**config.mk**
```make
export PLATFORM = sky130hd
export DESIGN_NAME = lenet_argmax
export DESIGN_NICKNAME = d
export VERILOG_FILES = /design/src/rtl/lenet_argmax.sv
export SDC_FILE = /design/constraint.sdc
export NUM_CORES = 1
export LEC_CHECK = 0
export CELL_PAD_IN_SITES_DETAIL_PLACEMENT = 1
export CELL_PAD_IN_SITES_GLOBAL_PLACEMENT = 2
export CORE_ASPECT_RATIO = 1.25
export CORE_MARGIN = 2
export CORE_UTILIZATION = 34
export DETAILED_ROUTE_END_ITERATION = 8
export PLACE_DENSITY = 0.91
export SLEW_MARGIN = 20
export SYNTH_ARGS = -nofsm -noshare
export SYNTH_HDL_FRONTEND = slang
export SYNTH_SLANG_ARGS = --single-unit
```
**constraint.sdc**
```tcl
create_clock -name clk -period 11.8 [get_ports clk]
set_input_delay 1.77 -clock clk [delete_from_list [all_inputs] [get_ports clk]]
set_output_delay 1.77 -clock clk [all_outputs]
set_load 0.005 [all_outputs]
```
**src/rtl/lenet_argmax.sv**
```systemverilog
// Serial argmax over the 10-class LeNet score vector, one score per cycle.
// Reports winning digit, winning score and saturated margin to the runner-up.
module lenet_argmax #(
   parameter int bitwidth = 32
) (
   input  logic                       clk,
   input  logic                       rst,
   input  logic                       in_valid,
   output logic                       in_ready,
   input  logic signed [bitwidth-1:0] scores [10],
   output logic                       out_valid,
   input  logic                       out_ready,
   output logic [3:0]                 class_id,
   output logic signed [bitwidth-1:0] max_score,
   output logic [bitwidth-1:0]        margin
);

   typedef enum logic [1:0] {
      IDLE = 2'd0,
      SCAN = 2'd1,
      DONE = 2'd2
   } state_t;

   localparam logic signed [bitwidth-1:0] MIN_VAL = {1'b1, {(bitwidth-1){1'b0}}};
   localparam logic [bitwidth-1:0]        MAX_POS = {1'b0, {(bitwidth-1){1'b1}}};

   state_t                      state_q, state_d;
   logic [3:0]                  idx_q, idx_d;
   logic signed [bitwidth-1:0]  buf_q [10];
   logic signed [bitwidth-1:0]  buf_d [10];
   logic signed [bitwidth-1:0]  best_q, best_d, second_q, second_d;
   logic [3:0]                  id_q, id_d;
   logic                        out_valid_q, out_valid_d;
   logic [3:0]                  class_id_q, class_id_d;
   logic signed [bitwidth-1:0]  max_score_q, max_score_d;
   logic [bitwidth-1:0]         margin_q, margin_d;

   logic signed [bitwidth-1:0]  cur_s, best_n, second_n;
   logic [3:0]                  id_n;
   logic signed [bitwidth:0]    diff_s;
   logic [bitwidth-1:0]         margin_n;

   // Running best/runner-up update for the current index; ties keep the lower index.
   always_comb begin
      cur_s    = buf_q[idx_q];
      best_n   = best_q;
      second_n = second_q;
      id_n     = id_q;
      if (idx_q == 4'd0) begin
         best_n   = cur_s;
         second_n = MIN_VAL;
         id_n     = 4'd0;
      end else if (cur_s > best_q) begin
         second_n = best_q;
         best_n   = cur_s;
         id_n     = idx_q;
      end else if (cur_s > second_q) begin
         second_n = cur_s;
      end else begin
         second_n = second_q;
      end
      // best >= second always holds, so only the upper positive bound needs clamping
      diff_s = {best_n[bitwidth-1], best_n} - {second_n[bitwidth-1], second_n};
      if (diff_s[bitwidth:bitwidth-1] != 2'b00) begin
         margin_n = MAX_POS;
      end else begin
         margin_n = diff_s[bitwidth-1:0];
      end
   end

   // Next-state and result-register logic.
   always_comb begin
      state_d     = state_q;
      idx_d       = idx_q;
      buf_d       = buf_q;
      best_d      = best_q;
      second_d    = second_q;
      id_d        = id_q;
      out_valid_d = out_valid_q;
      class_id_d  = class_id_q;
      max_score_d = max_score_q;
      margin_d    = margin_q;
      case (state_q)
         IDLE: begin
            if (in_valid) begin
               buf_d   = scores;
               idx_d   = 4'd0;
               state_d = SCAN;
            end else begin
               state_d = IDLE;
            end
         end
         SCAN: begin
            best_d   = best_n;
            second_d = second_n;
            id_d     = id_n;
            if (idx_q == 4'd9) begin
               idx_d       = 4'd0;
               state_d     = DONE;
               out_valid_d = 1'b1;
               class_id_d  = id_n;
               max_score_d = best_n;
               margin_d    = margin_n;
            end else begin
               idx_d = idx_q + 4'd1;
            end
         end
         DONE: begin
            if (out_ready) begin
               out_valid_d = 1'b0;
               state_d     = IDLE;
            end else begin
               out_valid_d = 1'b1;
            end
         end
         default: begin
            state_d     = IDLE;
            out_valid_d = 1'b0;
         end
      endcase
   end

   // State and result registers with synchronous reset.
   always_ff @(posedge clk) begin
      if (rst) begin
         state_q     <= IDLE;
         idx_q       <= 4'd0;
         for (int i = 0; i < 10; i++) buf_q[i] <= {bitwidth{1'b0}};
         best_q      <= {bitwidth{1'b0}};
         second_q    <= {bitwidth{1'b0}};
         id_q        <= 4'd0;
         out_valid_q <= 1'b0;
         class_id_q  <= 4'd0;
         max_score_q <= {bitwidth{1'b0}};
         margin_q    <= {bitwidth{1'b0}};
      end else begin
         state_q     <= state_d;
         idx_q       <= idx_d;
         buf_q       <= buf_d;
         best_q      <= best_d;
         second_q    <= second_d;
         id_q        <= id_d;
         out_valid_q <= out_valid_d;
         class_id_q  <= class_id_d;
         max_score_q <= max_score_d;
         margin_q    <= margin_d;
      end
   end

   assign in_ready  = (state_q == IDLE) && !rst;
   assign out_valid = out_valid_q;
   assign class_id  = class_id_q;
   assign max_score = max_score_q;
   assign margin    = margin_q;

endmodule

```
# Word level (Yosys, flattened, before mapping)
# Cells that the tools add are included.
[totals]
regBits = 463
latch_bits = 0
ramBits = 0
rom_bits = 0
input_bits = 324
out_inout_bits = 70
word_cells = 64
n_memories = 0
[classes]
add_sub_neg = 2
multipliers = 0
div_mod_pow = 0
order_cmp = 3
eq_ne = 6
n_shift = 0
mux = 21
n_bitwise = 2
n_reduce_logical = 11
[op_table]
columns = ["cell", "count"]
rows = [
  ["$mux W32", 8],
  ["$bmux W32 S4", 1],
  ["$gt A32 B32 Y1", 2],
  ["$sub A32 B32 Y33", 1],
  ["$mux W4", 4],
  ["$reduce_and A2 Y1", 5],
  ["$pmux W4 S2", 1],
  ["$ne A2 B2 Y1 const B", 3],
  ["$pmux W2 S3", 1],
  ["$ge A5 B5 Y1 const B", 1],
  ["$not A4 Y5", 1],
  ["$add A4 B1 Y4 const B", 1],
  ["$eq A4 B4 Y1 const B", 1],
  ["$logic_not A4 Y1", 1],
  ["$mux W2", 2],
  ["$reduce_bool A2 Y1", 2],
  ["$mux W1", 3],
  ["$pmux W1 S3", 1],
  ["$eq A2 B1 Y1 const B", 1],
  ["$eq A2 B2 Y1 const B", 1],
  ["$logic_not A2 Y1", 1],
  ["$logic_and A1 B1 Y1", 1],
  ["$logic_not A1 Y1", 1],
  ["$not A1 Y1", 1],
]

# Depth between registers and ports, before layout
[logic_depth]
depth_word = 11
mapped_depth = 30
mapped_depth_nobuf = 24

# Worst setup path before layout
# No wires, ideal clock.
[synth_timing]
path_kind = "register to register"
from = "register idx_q[0]"
to = "register margin_q[16], in the netlist margin[16]"
setup_time_ns = 0.086
arrival_ns = 5.900
t_required_ns = 11.714
setup_slack_ns = 5.815
stages_incl_launch_ff = 28
path_buffers = 5
synth_period_minus_slack_ns = 5.985
cell_sequence = "dfxtp_1 > buf_4 > buf_2 > mux4_2 > mux2i_1 > o22ai_1 > ha_1 > a21o_1 > a21o_1 > a221oi_2 > o21ai_1 > or3_4 > and2_1 > buf_2 > buf_6 > buf_6 > a211oi_2 > ha_1 > inv_1 > fa_1 > a211oi_1 > o21ai_0 > nand4_1 > a21boi_0 > a311o_1 > a21oi_1 > xor2_1 > a211oi_1"
[synth_via]
elab_chain_cells = 11
elab_cells_between_ends = 17
cone_classes = "1 x add/sub; 2 x order compare; 1 x eq/ne; 9 x mux; 1 x bitwise; 3 x reduce/logical"
[synth_rtl]
columns = ["item", "line", "rtl"]
rows = [
  ["start, declared", "28", "logic [3:0] idx_q, idx_d;"],
  ["start signal, assigned", "138", "idx_q <= idx_d;"],
  ["$not A4 Y5 (not written as such)", "45", "cur_s = buf_q[idx_q];"],
  ["$bmux W32 S4", "45", ""],
  ["$mux W32 (not written as such) (2 in series)", "45", ""],
  ["$gt A32 B32 Y1", "57", "end else if (cur_s > second_q) begin"],
  ["$mux W32", "57", ""],
  ["$mux W32", "53", "end else if (cur_s > best_q) begin"],
  ["$mux W32 *", "49", "if (idx_q == 4'd0) begin"],
  ["via second_n[0]", "38", "logic signed [bitwidth-1:0] cur_s, best_n, second_n;"],
  ["$sub A32 B32 Y33 *", "63", "diff_s = {best_n[bitwidth-1], best_n} - {second_n[bitwidth-1], second_n};"],
  ["$reduce_bool A2 Y1", "64", "if (diff_s[bitwidth:bitwidth-1] != 2'b00) begin"],
  ["$mux W32 *", "64", ""],
  ["end signal, assigned", "135", "margin_q <= {bitwidth{1'b0}};"],
  ["end signal, assigned", "146", "margin_q <= margin_d;"],
  ["end, declared", "36", "logic [bitwidth-1:0] margin_q, margin_d;"],
]
# The timed path passes the listed nets; every way through them passes the cells marked *. The select of a mux whose other input is x is not followed.
# A chain may end at the register's enable or synchronous reset.

# Worst setup path after layout
[layout_timing]
from = "register idx_q[0]"
to = "register margin_q[2], in the netlist margin[2]"
[layout_via]
elab_chain_cells = 11
elab_cells_between_ends = 17
cone_classes = "1 x add/sub; 2 x order compare; 1 x eq/ne; 9 x mux; 1 x bitwise; 3 x reduce/logical"
[layout_rtl]
columns = ["item", "line"]
rows = [
  ["$not A4 Y5 (not written as such)", "45"],
  ["$bmux W32 S4", "45"],
  ["$mux W32 (not written as such) (2 in series)", "45"],
  ["$gt A32 B32 Y1", "57"],
  ["$mux W32", "57"],
  ["$mux W32", "53"],
  ["$mux W32", "49"],
  ["$sub A32 B32 Y33", "63"],
  ["$reduce_bool A2 Y1", "64"],
  ["$mux W32", "64"],
]
# Several ways; a longest one is shown, not always the timed one. The select of a mux whose other input is x is not followed.

==> flow_summary.json <==
{
  "cts.htree.levels": 2,
  "worst_pin_slew_ns": 1.08,
  "hold_depth": 2,
  "synthFlopType": "dfxtp_1",
  "ant_nets": 0,
  "wl_um": 93500,
  "num_io_pins": 394,
  "design_area_sq_mm": 0.0296,
  "cts_made_buffers": 50,
  "post_cts_buffers": 0,
  "min_path_type": "flip-flop to flip-flop",
  "final_cell_mix": "nand2_1 (684), dfxtp_1 (460), a21oi_1 (417), clkdlybuf4s50_1 (392), nor2_1 (223)",
  "drc": 0,
  "hold_buffers": 0,
  "post_dp_cell_area_sq_mm": 0.0279,
  "die-area_sq_mm": 0.0715,
  "final.setup.tns_ns": 0,
  "grt_pass1_wl_um": 142000,
  "port_buffers": 393,
  "antenna_found_initial": 5,
  "rsz0062_at_grt": "no",
  "grt_use_total_pct": 25.7,
  "mostFrequentLayoutCell": "nand2_1",
  "critPathRequiredTime_ns": 12.23,
  "synth_seq_cells": 463,
  "r2r-start": "idx_q[0]",
  "avgRoutedWirePerCell_um": 22.8,
  "crit_path_end": "margin[2]",
  "dr.pass1.iters": 5,
  "reg2reg_depth": 24,
  "routed_via_density": 5.42,
  "cts_resized": 0,
  "dp_hpwl_um": 69500,
  "drtIter0Drc": 1322,
  "ctsLongestPathBuffers": 3,
  "skew_ns": 0.0170,
  "startpoint": "idx_q[0]",
  "relSlewSlack_pct": 28.2,
  "worst-setup-path-type": "flip-flop to flip-flop",
  "insertion_delay_ns": 0.61,
  "arrival_ns": 9.14,
  "nNetsFinal": 3547,
  "synth_cell_type_count": 76,
  "syn_avg_cell_area_sq_um": 8.22,
  "path_max_fanout": 34,
  "place_congestion": 0.869,
  "slew_viol_final": 0,
  "postSynthCellCount": 2871,
  "ys_async_sr_fraction_pct": 0,
  "maxCapViolCount": 0,
  "tritoncts": "done",
  "yosys_warnings": 0,
  "synth-seq-area-share_pct": 39.3,
  "status": "complete, no violations",
  "post-route-period-util_pct": 73.8,
  "die_h_um": 299,
  "clk_pin_slew_ns": 0.06,
  "die_x_um": 240,
  "power_density_mw_per_mm2": 146,
  "fmax_mhz": 115,
  "synthToLayoutAreaGrowth_pct": 25.6,
  "finalSetupViolCount": 0,
  "grt_pass1_vias": 23371,
  "grt_max_degree": 219,
  "fin_crit_ns": 8.71,
  "cts_root_buf": "clkbuf_16",
  "core_sq_mm": 0.0691,
  "end_kind": "flip-flop",
  "initial_core_util_pct": 34.2,
  "rrSetupSlack_ns": 3.09,
  "hold_violations": 0,
  "start_kind": "flip-flop",
  "rows": 108,
  "syn-cell-area_sq_mm": 0.0236,
  "via_count": 22220,
  "final_layout_size_suffix_gt1_share_pct": 7.29,
  "synth_edf_count": 0,
  "max-vdd-ir-drop_v": 0.000129,
  "synth_nets": 3298,
  "grt-ovfl-total": 0,
  "cts_num_sinks": 463,
  "r2r_end": "margin[2]",
  "p_leak_nw": 10.6
}
[stage by stage]
step	power (W)	cells	setup slack, ns	hold slack, ns	utilization (%)
2_1_floorplan	0.00236	2871	5.81	0.421	-
6_report	0.00431	4096	3.09	0.456	42.9
5_1_grt	0.00451	4095	2.58	0.473	42.9
3_5_place_dp	0.00272	4003	3.02	0.447	40.4
3_3_place_gp	0.00269	4003	3.08	0.430	40.4
4_1_cts	0.00434	4091	3.00	0.455	42.9
[sequential cells by signal, summed over array words and instances, names as in the netlist]
signal and cells:
id_q 4, margin 32, state_q 2, buf_q 320, idx_q 4, class_id 4
max_score 32, second_q 32, out_valid 1, best_q 32
[layout make-up]
cell class	instances	area (sq um)
fillers	8175	39400
multi-input cells	2104	13000
flip-flops and latches	463	9280
repair buffers	421	4180
clock buffers	73	1450
well taps	935	1170
inverters	80	300
clock inverters	15	231
diodes	5	12.5
[cells in the mapped netlist, types with 5 or more instances]
| library cell | instances | area (sq um) |
|---|---|---|
| and2_1 | 6 | 37.5 |
| a21oi_1 | 417 | 2090 |
| buf_2 | 25 | 125 |
| buf_6 | 16 | 180 |
| nor2_1 | 224 | 841 |
| nand4_1 | 19 | 119 |
| nor2b_1 | 8 | 50.1 |
| inv_1 | 80 | 300 |
| buf_4 | 11 | 82.6 |
| a21o_1 | 17 | 128 |
| a211oi_1 | 37 | 278 |
| o21bai_1 | 5 | 37.5 |
| mux4_2 | 64 | 1440 |
| xor2_1 | 13 | 114 |
| clkbuf_1 | 159 | 597 |
| a2111oi_2 | 30 | 450 |
| nand2_1 | 686 | 2570 |
| o22ai_1 | 32 | 200 |
| a31oi_1 | 7 | 43.8 |
| a21boi_0 | 5 | 37.5 |
| dfxtp_1 | 463 | 9270 |
| nand3_1 | 13 | 65.1 |
| ha_1 | 102 | 1280 |
| buf_1 | 10 | 37.5 |
| a32oi_1 | 31 | 272 |
| mux2i_1 | 97 | 971 |
| xnor2_1 | 10 | 87.6 |
| o21ai_1 | 14 | 70.1 |
| o21ai_0 | 116 | 581 |
| a211o_1 | 31 | 272 |
| nor3_1 | 44 | 220 |
| and3_1 | 5 | 31.3 |
[logic make-up (layout without fill, tap and decap cells)]
group	after synthesis	count (layout)	synth area share [%]
AND/OR/NAND/NOR	1033	1033	17.7
AO/OA/AOI/OAI	784	784	20.7
flip-flops	463	463	39.3
buffers and inverters	304	589	5.80
multiplexers	161	161	10.2
adder cells (fa/ha/maj)	103	103	5.49
XOR/XNOR	23	23	0.854
other	0	5	0
[where the power goes]
group | total [W] | internal [W] | switching [W]
sequential | 0.00168 | 0.00164 | 0.0000474
combinational | 0.00101 | 0.000383 | 0.000625
clock | 0.00162 | 0.000942 | 0.000680
total | 0.00431 | 0.00296 | 0.00135
[critical path: stages, from the launching register on]
cell and delay, ns:
dfxtp_4 0.79, buf_4 0.52, mux4_2 0.65, mux2i_1 0.32
o22ai_1 0.31, ha_1 0.40, a21oi_1 0.21, a21o_1 0.16
a211oi_1 0.09, o41ai_1 0.53, and3_4 0.55, or2_1 0.70
buf_4 0.37, o21ai_0 0.15, a211o_1 0.35, ha_1 0.46
and4_1 0.28, and4_1 0.29, nand2_1 0.08, a21o_1 0.23
a211oi_1 0.25, a31oi_1 0.15, o21ai_2 0.16, buf_4 0.32
a211oi_1 0.14
[worst min path at each step]
stage,start,to
2_1_floorplan,id_q[2],id_q[2]
3_3_place_gp,id_q[2],id_q[2]
3_5_place_dp,buf_q[73],buf_q[73]
4_1_cts,buf_q[258],buf_q[258]
5_1_grt,buf_q[258],buf_q[258]
6_report,buf_q[76],buf_q[76]
[layer usage]
| metal | part of all wire (%) | routed length [um] | GRT usage, % | vias to the layer above |
|---|---|---|---|---|
| met4 | 3.9 | 3630 | 10.2 | 0 |
| li1 | - | - | - | 10529 |
| met3 | 4.3 | 4060 | 3.34 | 133 |
| met2 | 50 | 46400 | 44.5 | 609 |
| met5 | 0 | 0 | 0 | - |
| met1 | 42 | 39500 | 32.3 | 10949 |
No activity file was read; power rests on OpenSTA's default activity.
